$ cat src/rtl/sar_scan_ctrl.sv
// sar_scan_ctrl: round-robin scan controller for a SAR ADC core.
// Walks the enabled channels in CH_MASK. For each channel it settles the
// analog mux, requests a conversion and captures the result. A conversion
// that never completes is abandoned and flagged in TIMEOUT_ERR.
// Optional build macro SAR_SCAN_AVG_EN: convert each channel four times and
// report the truncated mean. Leave the macro undefined for one conversion
// per channel.
module sar_scan_ctrl #(
    parameter int NBITS   = 5,
    parameter int NCH     = 4,
    parameter int TIMEOUT = 64,
    parameter int SETTLE  = 2,
    localparam int CW     = $clog2(NCH)
) (
    input  logic             CLK,
    input  logic             RST,
    input  logic             EN,
    input  logic [NCH-1:0]   CH_MASK,
    output logic             ADC_GO,
    input  logic             ADC_VALID,
    input  logic [NBITS-1:0] ADC_RESULT,
    output logic [CW-1:0]    CH_SEL,
    output logic [NBITS-1:0] DATA,
    output logic [CW-1:0]    DATA_CH,
    output logic             DATA_VLD,
    output logic             BUSY,
    output logic             TIMEOUT_ERR,
    input  logic             ERR_CLR
);

    // One counter serves both the settle wait and the conversion timeout.
    localparam int TW = $clog2(((TIMEOUT > SETTLE) ? TIMEOUT : SETTLE) + 1);
    localparam logic [TW-1:0] TO_LAST = TW'(TIMEOUT - 1);
    localparam logic [TW-1:0] ST_LAST = TW'(SETTLE - 1);

    typedef enum logic [2:0] {
        S_IDLE,
        S_SETTLE,
        S_CONVERT,
        S_CAPTURE,
        S_RELEASE
    } state_t;

    state_t          state;
    logic [TW-1:0]   cnt;

`ifdef SAR_SCAN_AVG_EN
    logic [NBITS+1:0] acc_p0;
    logic [1:0]       avg_idx;

    // Mean of four samples: drop the two fraction bits (truncation).
    function automatic logic [NBITS-1:0] avg4(input logic [NBITS+1:0] sum);
        return sum[NBITS+1:2];
    endfunction
`else
    logic [NBITS-1:0] res_p0;
`endif

    // Lowest enabled channel above cur, otherwise the lowest enabled channel.
    function automatic logic [CW-1:0] next_ch(input logic [CW-1:0]  cur,
                                              input logic [NCH-1:0] mask);
        logic [CW-1:0] first;
        logic [CW-1:0] above;
        logic          hit_first;
        logic          hit_above;
        first     = '0;
        above     = '0;
        hit_first = 1'b0;
        hit_above = 1'b0;
        for (int i = 0; i < NCH; i++) begin
            if (mask[i] && !hit_first) begin
                first     = CW'(i);
                hit_first = 1'b1;
            end
            if (mask[i] && !hit_above && (i > int'(cur))) begin
                above     = CW'(i);
                hit_above = 1'b1;
            end
        end
        return hit_above ? above : first;
    endfunction

    // Scan FSM with registered outputs. The mask is read only when a channel
    // is chosen, so it may change freely while a conversion is in flight.
    always_ff @(posedge CLK or posedge RST) begin
        if (RST) begin
            state       <= S_IDLE;
            cnt         <= '0;
            ADC_GO      <= 1'b0;
            CH_SEL      <= CW'(NCH - 1);
            DATA        <= '0;
            DATA_CH     <= '0;
            DATA_VLD    <= 1'b0;
            BUSY        <= 1'b0;
            TIMEOUT_ERR <= 1'b0;
`ifdef SAR_SCAN_AVG_EN
            acc_p0      <= '0;
            avg_idx     <= '0;
`else
            res_p0      <= '0;
`endif
        end else begin
            DATA_VLD <= 1'b0;
            // A timeout set later in this block overrides the clear.
            if (ERR_CLR)
                TIMEOUT_ERR <= 1'b0;
            case (state)
                S_IDLE: begin
                    if (EN && (|CH_MASK)) begin
                        state  <= S_SETTLE;
                        CH_SEL <= next_ch(CH_SEL, CH_MASK);
                        cnt    <= '0;
                        BUSY   <= 1'b1;
                    end
                end
                S_SETTLE: begin
                    if (cnt == ST_LAST) begin
                        state  <= S_CONVERT;
                        cnt    <= '0;
                        ADC_GO <= 1'b1;
                    end else begin
                        cnt <= cnt + TW'(1);
                    end
                end
                S_CONVERT: begin
                    if (ADC_VALID) begin
                        state  <= S_CAPTURE;
                        ADC_GO <= 1'b0;
`ifdef SAR_SCAN_AVG_EN
                        acc_p0 <= ((avg_idx == 2'd0) ? '0 : acc_p0)
                                  + {2'b00, ADC_RESULT};
`else
                        res_p0 <= ADC_RESULT;
`endif
                    end else if (cnt == TO_LAST) begin
                        state       <= S_RELEASE;
                        cnt         <= '0;
                        ADC_GO      <= 1'b0;
                        TIMEOUT_ERR <= 1'b1;
`ifdef SAR_SCAN_AVG_EN
                        avg_idx     <= '0;
`endif
                    end else begin
                        cnt <= cnt + TW'(1);
                    end
                end
                S_CAPTURE: begin
                    state <= S_RELEASE;
`ifdef SAR_SCAN_AVG_EN
                    if (avg_idx == 2'd3) begin
                        DATA     <= avg4(acc_p0);
                        DATA_CH  <= CH_SEL;
                        DATA_VLD <= 1'b1;
                        avg_idx  <= '0;
                    end else begin
                        avg_idx <= avg_idx + 2'd1;
                    end
`else
                    DATA     <= res_p0;
                    DATA_CH  <= CH_SEL;
                    DATA_VLD <= 1'b1;
`endif
                end
                S_RELEASE: begin
                    cnt <= '0;
`ifdef SAR_SCAN_AVG_EN
                    if (avg_idx != 2'd0) begin
                        state  <= S_CONVERT;
                        ADC_GO <= 1'b1;
                    end else
`endif
                    if (EN && (|CH_MASK)) begin
                        state  <= S_SETTLE;
                        CH_SEL <= next_ch(CH_SEL, CH_MASK);
                    end else begin
                        state <= S_IDLE;
                        BUSY  <= 1'b0;
                    end
                end
                default: begin
                    state  <= S_IDLE;
                    ADC_GO <= 1'b0;
                    BUSY   <= 1'b0;
                end
            endcase
        end
    end

endmodule

$ cat config.mk
export PLATFORM = sky130hd
export DESIGN_NAME = sar_scan_ctrl
export DESIGN_NICKNAME = d
export VERILOG_FILES = /design/src/rtl/sar_scan_ctrl.sv
export SDC_FILE = /design/constraint.sdc
export NUM_CORES = 1
export LEC_CHECK = 0
export CORE_MARGIN = 8
export CORE_UTILIZATION = 45
export CTS_BUF_LIST = sky130_fd_sc_hd__clkbuf_16
export DETAILED_ROUTE_END_ITERATION = 10
export PLACE_DENSITY_LB_ADDON = 0.25
export SLEW_MARGIN = 25
export SYNTH_ARGS = -nofsm -noshare
export SYNTH_HDL_FRONTEND = slang
export SYNTH_SLANG_ARGS = --single-unit
$ cat constraint.sdc
create_clock -name CLK -period 1.8 [get_ports CLK]
set_input_delay 0.36 -clock CLK [delete_from_list [all_inputs] [get_ports CLK]]
set_output_delay 0.36 -clock CLK [all_outputs]
set_load 0.01 [all_outputs]
==> impl_metrics.tcl, run 1 <==
set metrics [dict create \
    rows 20 \
    nFillCells 222 \
    post-place-ws_ns -0.3681 \
    critPathCaptureType "register" \
    vias_per_cell 5.405 \
    synth.avg_cell_area_um2 10.67 \
    ys_warn_count 0 \
    drtIter0Drc 64 \
    min_period_ns 2.071 \
    period_share 1.150 \
    cts_htree_levels 1 \
    irDropWorstVdd_mv 0.7014 \
    fin_setup_tns_ns -1.848 \
    synthesis.area_um2 1366 \
    drt_pre_antenna_iters 4 \
    fmax_mhz 483.0 \
    clkSinkCount 28 \
    rsz0062_at_grt "yes" \
    grt_overflow 0 \
    cpLargestDelayFamily "simple AND/OR/NAND/NOR gates" \
    clk-insertion-delay-late_ns 0.26 \
    fin_ws_ns -0.2705 \
    criticalPathCategory "register to register" \
    drv_cap 0 \
    gp_congestion 0.8095 \
    cts_tree "yes" \
    p_sw_mw 1.053 \
    async_flop_share 1.000 \
    seq_power_share 0.331 \
    drc 0 \
    clock_skew_ns 0.003986 \
    syn_inst 128 \
    cts-root-buf "clkbuf_16" \
    vias 1162 \
    fin_area_um2 2023 \
    path_buf_inv 2 \
    wl_per_cell_um 16.04 \
    finalHoldViolations 0 \
    start_kind "register" \
    yosysUniqueCellTypes 39 \
    drv_slew 0 \
    synthFlopType "dfrtp_1" \
    synth-edff-count 0 \
    pin_count 27 \
    p_leak_nw 0.9075 \
    grt_pass1_wl_um 5823 \
    clockBufferDepth 2 \
    finalSetupViolCount 10 \
    worstPathMaxFanout 6 \
    crit_required_ns 1.95 \
    yosys.area.top_type "dfrtp_1" \
    synth_fp_nets 144 \
    power.density_nw_per_um2 1566 \
    drive_above_1_share 0.3352 \
    first_global_vias 1245 \
    status "complete, but fails checks" \
    antenna_left 0 \
    power.share.clock 0.205 \
    yosys-top-cells-area "dfrtp_1 (48%), mux2_2 (9.1%), o21ai_0 (4.8%)" \
    core_area_um2 2978 \
    clk_pin_slew_ns 0.07 \
    die_h_um 71.10 \
    crit_chain "inv_2 > ha_4 > or4b_4 > nor3_4 > a2bb2oi_4 > buf_4 > o21ai_2 > a22o_2" \
    grtUsageTotal 0.1446 \
    numCtsBuffers 3 \
    critPathSlowestCell "or4b_4" \
    cpPeakStageDelay_ns 0.46 \
    layout.nets 199 \
    yosys.area.top_type_share 0.4762 \
    area_growth_syn_to_layout_pct 48.08 \
    synth_seq_cells 28 \
    antenna_found_initial 0 \
    power_frac_comb 0.464 \
    arrival_ns 2.22 \
    violations "negative setup slack" \
    port_buffers 26 \
    intPower_mw 2.116 \
    grt_max_degree 29 \
    ctsHoldBuffers 0 \
    slew_headroom 0.6300 \
    initial_core_util 0.4588 \
    dp_hpwl_um 2474 \
    fp.dieW_um 71.10 \
    swShare 0.3324 \
    placed_area_um2 1828 \
    n_antenna_cell 0 \
    yosysSeqAreaShare 0.5147 \
    tightestPinTransition_ns 0.5492 \
    min_path_type "primary input to asynchronous set/reset pin" \
    wirelength_um 3448 \
    dieArea_um2 5055 \
]
logic make-up (layout without fill, tap and decap cells):
logic type,after synthesis,after routing,synth area share
AOI/OAI and AO/OA,35,35,0.1795
adders and majority gates,2,2,0.01831
buffers and inverters,11,65,0.03113
DFF,28,28,0.5146
muxes,13,13,0.1053
and+or+nand+nor,39,39,0.1511
registers in the layout, indices dropped and copies added, names as in the netlist, 2 cells and up:
signal	cells
DATA	5
CH_SEL	2
cnt	7
DATA_CH	2
res_p0	5
state	3
cells in the final DEF, fill, tap and decap left out, drive strengths merged, types with 3 or more instances in the layout:
| cell | Yosys | layout |
|---|---|---|
| buf | 1 | 27 |
| dfrtp | 26 | 26 |
| clkdlybuf4s50 | 0 | 25 |
| nand2 | 13 | 13 |
| o21ai | 13 | 13 |
| mux2 | 11 | 11 |
| nor2 | 10 | 10 |
| inv | 7 | 7 |
| a21oi | 6 | 6 |
| o22ai | 3 | 3 |
| clkbuf | 2 | 3 |
| a22o | 3 | 3 |
| nand3 | 3 | 3 |
| nor3 | 3 | 3 |
cells in the mapped netlist, types with 3 or more instances:
cell / count
dfrtp_1: 26
nor2_1: 9
o21ai_0: 13
o22ai_1: 3
nand3_1: 3
inv_1: 7
a21oi_1: 6
nand2_1: 13
mux2_2: 11
final cells by class:
| cell class | instances | area (um^2) | share of cell area |
|---|---|---|---|
| tap | 33 | 41.29 | 0.02041 |
| multi-input combinational | 89 | 674.4 | 0.3333 |
| timing repair buffer | 53 | 469.2 | 0.2319 |
| clock inverter | 1 | 30.03 | 0.01484 |
| sequential | 28 | 703.2 | 0.3476 |
| inverter | 8 | 30.03 | 0.01484 |
| clock buffer | 3 | 75.07 | 0.03711 |
worst reg2reg max path, stage by stage, from the launching register on:
cell,delay [ns]
dfrtp_1,0.39
inv_2,0.09
ha_4,0.13
or4b_4,0.46
nor3_4,0.21
a2bb2oi_4,0.24
buf_4,0.15
o21ai_2,0.05
a22o_2,0.25
path summary, 6_finish.rpt:
kind / depth (start not counted) / endpoint / slack [ns] / from
max in group asynchronous: 3 / CH_SEL[1] / 1.04 / RST
setup / recovery: 8 / cnt[4] / -0.27 / cnt[1]
setup reg to reg: 8 / cnt[4] / -0.27 / cnt[1]
hold / removal: 3 / res_p0[4] / 0.46 / RST
hold reg to reg: 2 / DATA_CH[0] / 0.49 / DATA_CH[0]
min in group CLK: 2 / DATA_CH[0] / 0.49 / DATA_CH[0]
timing repair:
item | 4_1_cts | 5_1_grt
setup buffers | 3 | 3
endpoints found under the setup margin | 10 | 10
gates resized for setup | 6 | 11
pin swaps | 2 | 2
power by group through the flow:
stage          registers, mW  clock network [mW]  logic, mW
2_1_floorplan           1.03                   0      0.682
3_3_place_gp            1.02                   0       1.22
3_5_place_dp            1.04                   0       1.26
4_1_cts                 1.04               0.659       1.36
5_1_grt                 1.08               0.676       1.61
6_report                1.05               0.651       1.47
through the flow:
step | instances | utilization | hold slack, ns | power [mW]
finish | 215 | 0.6794 | 0.4617 | 3.169
global route | 215 | 0.6794 | 0.5152 | 3.368
CTS | 214 | 0.6618 | 0.4725 | 3.061
detailed placement | 207 | 0.6139 | 0.4760 | 2.307
global placement | 207 | 0.6139 | 0.4691 | 2.246
floorplan | 128 | - | 0.4239 | 1.715
layer usage:
metal  track usage  part of all wire  vias to the layer above
li1              -                 -                      569
met1        0.1612              0.42                      567
met2        0.2616              0.53                       22
met3       0.03107             0.044                        4
met4       0.05312             0.012                        0
met5             0                 0                        -
Note: power is estimated with default switching activity, not from simulation.
==> run 2: changes to the inputs <==
ABC_AREA = 1   (was unset)
CORE_ASPECT_RATIO = 0.9   (was unset)
CORE_UTILIZATION = 46   (was 45)
==> run 2 against run 1 <==
Against the previous run:
- final area fell by 7.9%
- sequential power fell by 40%
- die area rose by 3.8%
- clock skew rose by 0.00079 ns
- setup slack improved by 0.36 ns
- utilization fell by 6.7 points
- the run now ends clean
- synthesized cell count rose by 48%
- sequential share of layout area rose by 3.0 points
- critical endpoint is now CH_SEL[0]
- critical path depth fell by 7
==> impl_metrics.tcl, run 2 <==
set metrics [dict create \
    top_regs "cnt: 7 flops, DATA: 5 flops, res_p0: 5 flops" \
    drv_cap 0 \
    area_growth_syn_to_layout_pct 27.16 \
    first_global_vias 1250 \
    syn_inst 189 \
    wirelength_um 2994 \
    intPower_mw 0.9569 \
    synth.avg_cell_area_um2 7.752 \
    cts-root-buf "clkbuf_16" \
    pin_count 27 \
    yosysUniqueCellTypes 25 \
    cts_setup_buffers 0 \
    power.density_nw_per_um2 634.6 \
    finalSetupViolCount 0 \
    cts_htree_levels 1 \
    yosys-top-cells-area "dfrtp_1 (44%), nand2_1 (17%), inv_1 (6.7%)" \
    synth_most_common_cell "nand2_1" \
    fin_ws_ns 0.09122 \
    post-place-ws_ns 0.07474 \
    min_path_type "primary input to asynchronous set/reset pin" \
    fmax_mhz 585.2 \
    arrival_ns 1.35 \
    drt_pre_antenna_iters 4 \
    yosys.area.top_type "dfrtp_1" \
    cpLargestDelayFamily "flip-flops" \
    final_common_cell "nand2_1" \
    antenna_found_initial 0 \
    grt_pass1_wl_um 5533 \
    synthFlopType "dfrtp_1" \
    core_area_um2 3043 \
    p_leak_nw 0.9584 \
    drv_slew 0 \
    async_flop_share 1.000 \
    port_buffers 26 \
    largest_register_ffs 7 \
    min_period_ns 1.709 \
    drive_above_1_share 0.1273 \
    period_share 0.9493 \
    gp_congestion 0.8683 \
    criticalPathCategory "register to output pin" \
    clkSinkCount 28 \
    power_frac_comb 0.046 \
    status "finished clean" \
    layout.nets 237 \
    synth-edff-count 0 \
    antenna_left 0 \
    rows 19 \
    finalHoldViolations 0 \
    n_antenna_cell 0 \
    clk-insertion-delay-late_ns 0.26 \
    top_register "cnt" \
    crit_required_ns 1.44 \
    ys_top_cells_by_count "nand2_1 (66), dfrtp_1 (26), inv_1 (26)" \
    synth_seq_cells 28 \
    tightestPinTransition_ns 0.3525 \
    grt_most_used_layer "met2" \
    start_kind "register" \
    vias 1233 \
    power.share.clock 0.422 \
    placed_area_um2 1784 \
    cpPeakStageDelay_ns 0.55 \
    worstPathMaxFanout 4 \
    met2_usage 0.2253 \
    mostFrequentLayoutCells "nand2_1 (66), dfrtp_1 (26), inv_1 (26), clkdlybuf4s50_1 (26)" \
    critPathCaptureType "output pin" \
    grtUsageMet1 0.1517 \
    drtIter0Drc 49 \
    cts_tree "yes" \
    rsz0062_at_grt "no" \
    grt_overflow 0 \
    numCtsBuffers 3 \
    clock_skew_ns 0.004777 \
    fin_area_um2 1863 \
    dieArea_um2 5250 \
    die_h_um 69.54 \
    swShare 0.1907 \
    ctsHoldBuffers 0 \
    dp_hpwl_um 2369 \
    synthesis.area_um2 1465 \
    irDropWorstVdd_mv 0.3795 \
    clockBufferDepth 2 \
    fp.dieW_um 75.49 \
    fin_setup_tns_ns 0 \
    synth_fp_nets 205 \
    crit_chain "clkdlybuf4s50_1" \
    wl_per_cell_um 11.43 \
    slew_headroom 0.7650 \
    grtUsageTotal 0.1306 \
    ys_warn_count 0 \
    path_buf_inv 1 \
    drc 0 \
    whs_ns 0.4577 \
    critPathSlowestCell "dfstp_2" \
    seq_power_share 0.532 \
    initial_core_util 0.4815 \
    yosys.area.top_type_share 0.4441 \
    globalRouteMet3Util 0.02601 \
    clk_pin_slew_ns 0.07 \
    grt_max_degree 29 \
    p_sw_mw 0.2254 \
    yosysSeqAreaShare 0.4799 \
    vias_per_cell 4.706 \
    cts_resized 0 \
]
## run 2: cell count changes after synthesis, moves of 3 or more
cell and change:
nand3_1 +9, inv_1 +19, nand2_1 +53, nor2_1 +3
a21oi_1 -3, o21ai_2 +9, mux2_2 -11, o22ai_1 -3
## run 2: final cells by class
class	instances	area (um^2)
multi-input cells	130	636.9
clock inverters	1	3.754
well taps	42	52.55
inverters	29	108.9
repair buffers	29	282.8
clock buffers	3	75.07
flip-flops and latches	28	703.2
fillers	293	1180
## run 2: kinds of logic (layout without fill, tap and decap cells)
group / after synthesis / after routing / synth area share
and+or+nand+nor: 100 / 100 / 0.2929
AOI/OAI and AO/OA: 27 / 27 / 0.1187
DFF: 28 / 28 / 0.4799
xor gates and xnor gates: 1 / 1 / 0.005979
adders and majority gates: 2 / 2 / 0.01708
buffers and inverters: 31 / 62 / 0.08539
## run 2: power by group through the flow
stage	sequential (mW)	clock, mW	combinational (mW)
after floorplan	0.641	0	0.0170
after global placement	0.641	0	0.0537
after CTS	0.629	0.513	0.0559
final	0.629	0.498	0.0548
after detailed placement	0.641	0	0.0551
after global routing	0.629	0.535	0.0614
## run 2: metal layers
layer,part of all wire,vias to the layer above
met4,0.016,0
met1,0.43,555
li1,-,649
met3,0.058,5
met5,0,-
met2,0.50,24
## run 2: final timing paths
path	start	end	slack [ns]	depth (start not counted)
min in group CLK	DATA[4]	DATA[4]	0.48	2
hold / removal	RST	DATA[2]	0.46	3
max in group asynchronous	RST	CH_SEL[0]	1.03	3
hold reg to reg	DATA[4]	DATA[4]	0.48	2
setup / recovery	CH_SEL[0]	CH_SEL[0]	0.09	1
setup reg to reg	cnt[0]	ADC_GO	0.31	9
## run 2: through the flow
stage          instances  utilization  power (mW)
2_1_floorplan        189            -      0.6580
3_3_place_gp         258       0.5863      0.6947
3_5_place_dp         258       0.5863      0.6961
4_1_cts              262       0.6123       1.198
5_1_grt              262       0.6123       1.225
6_report             262       0.6123       1.182
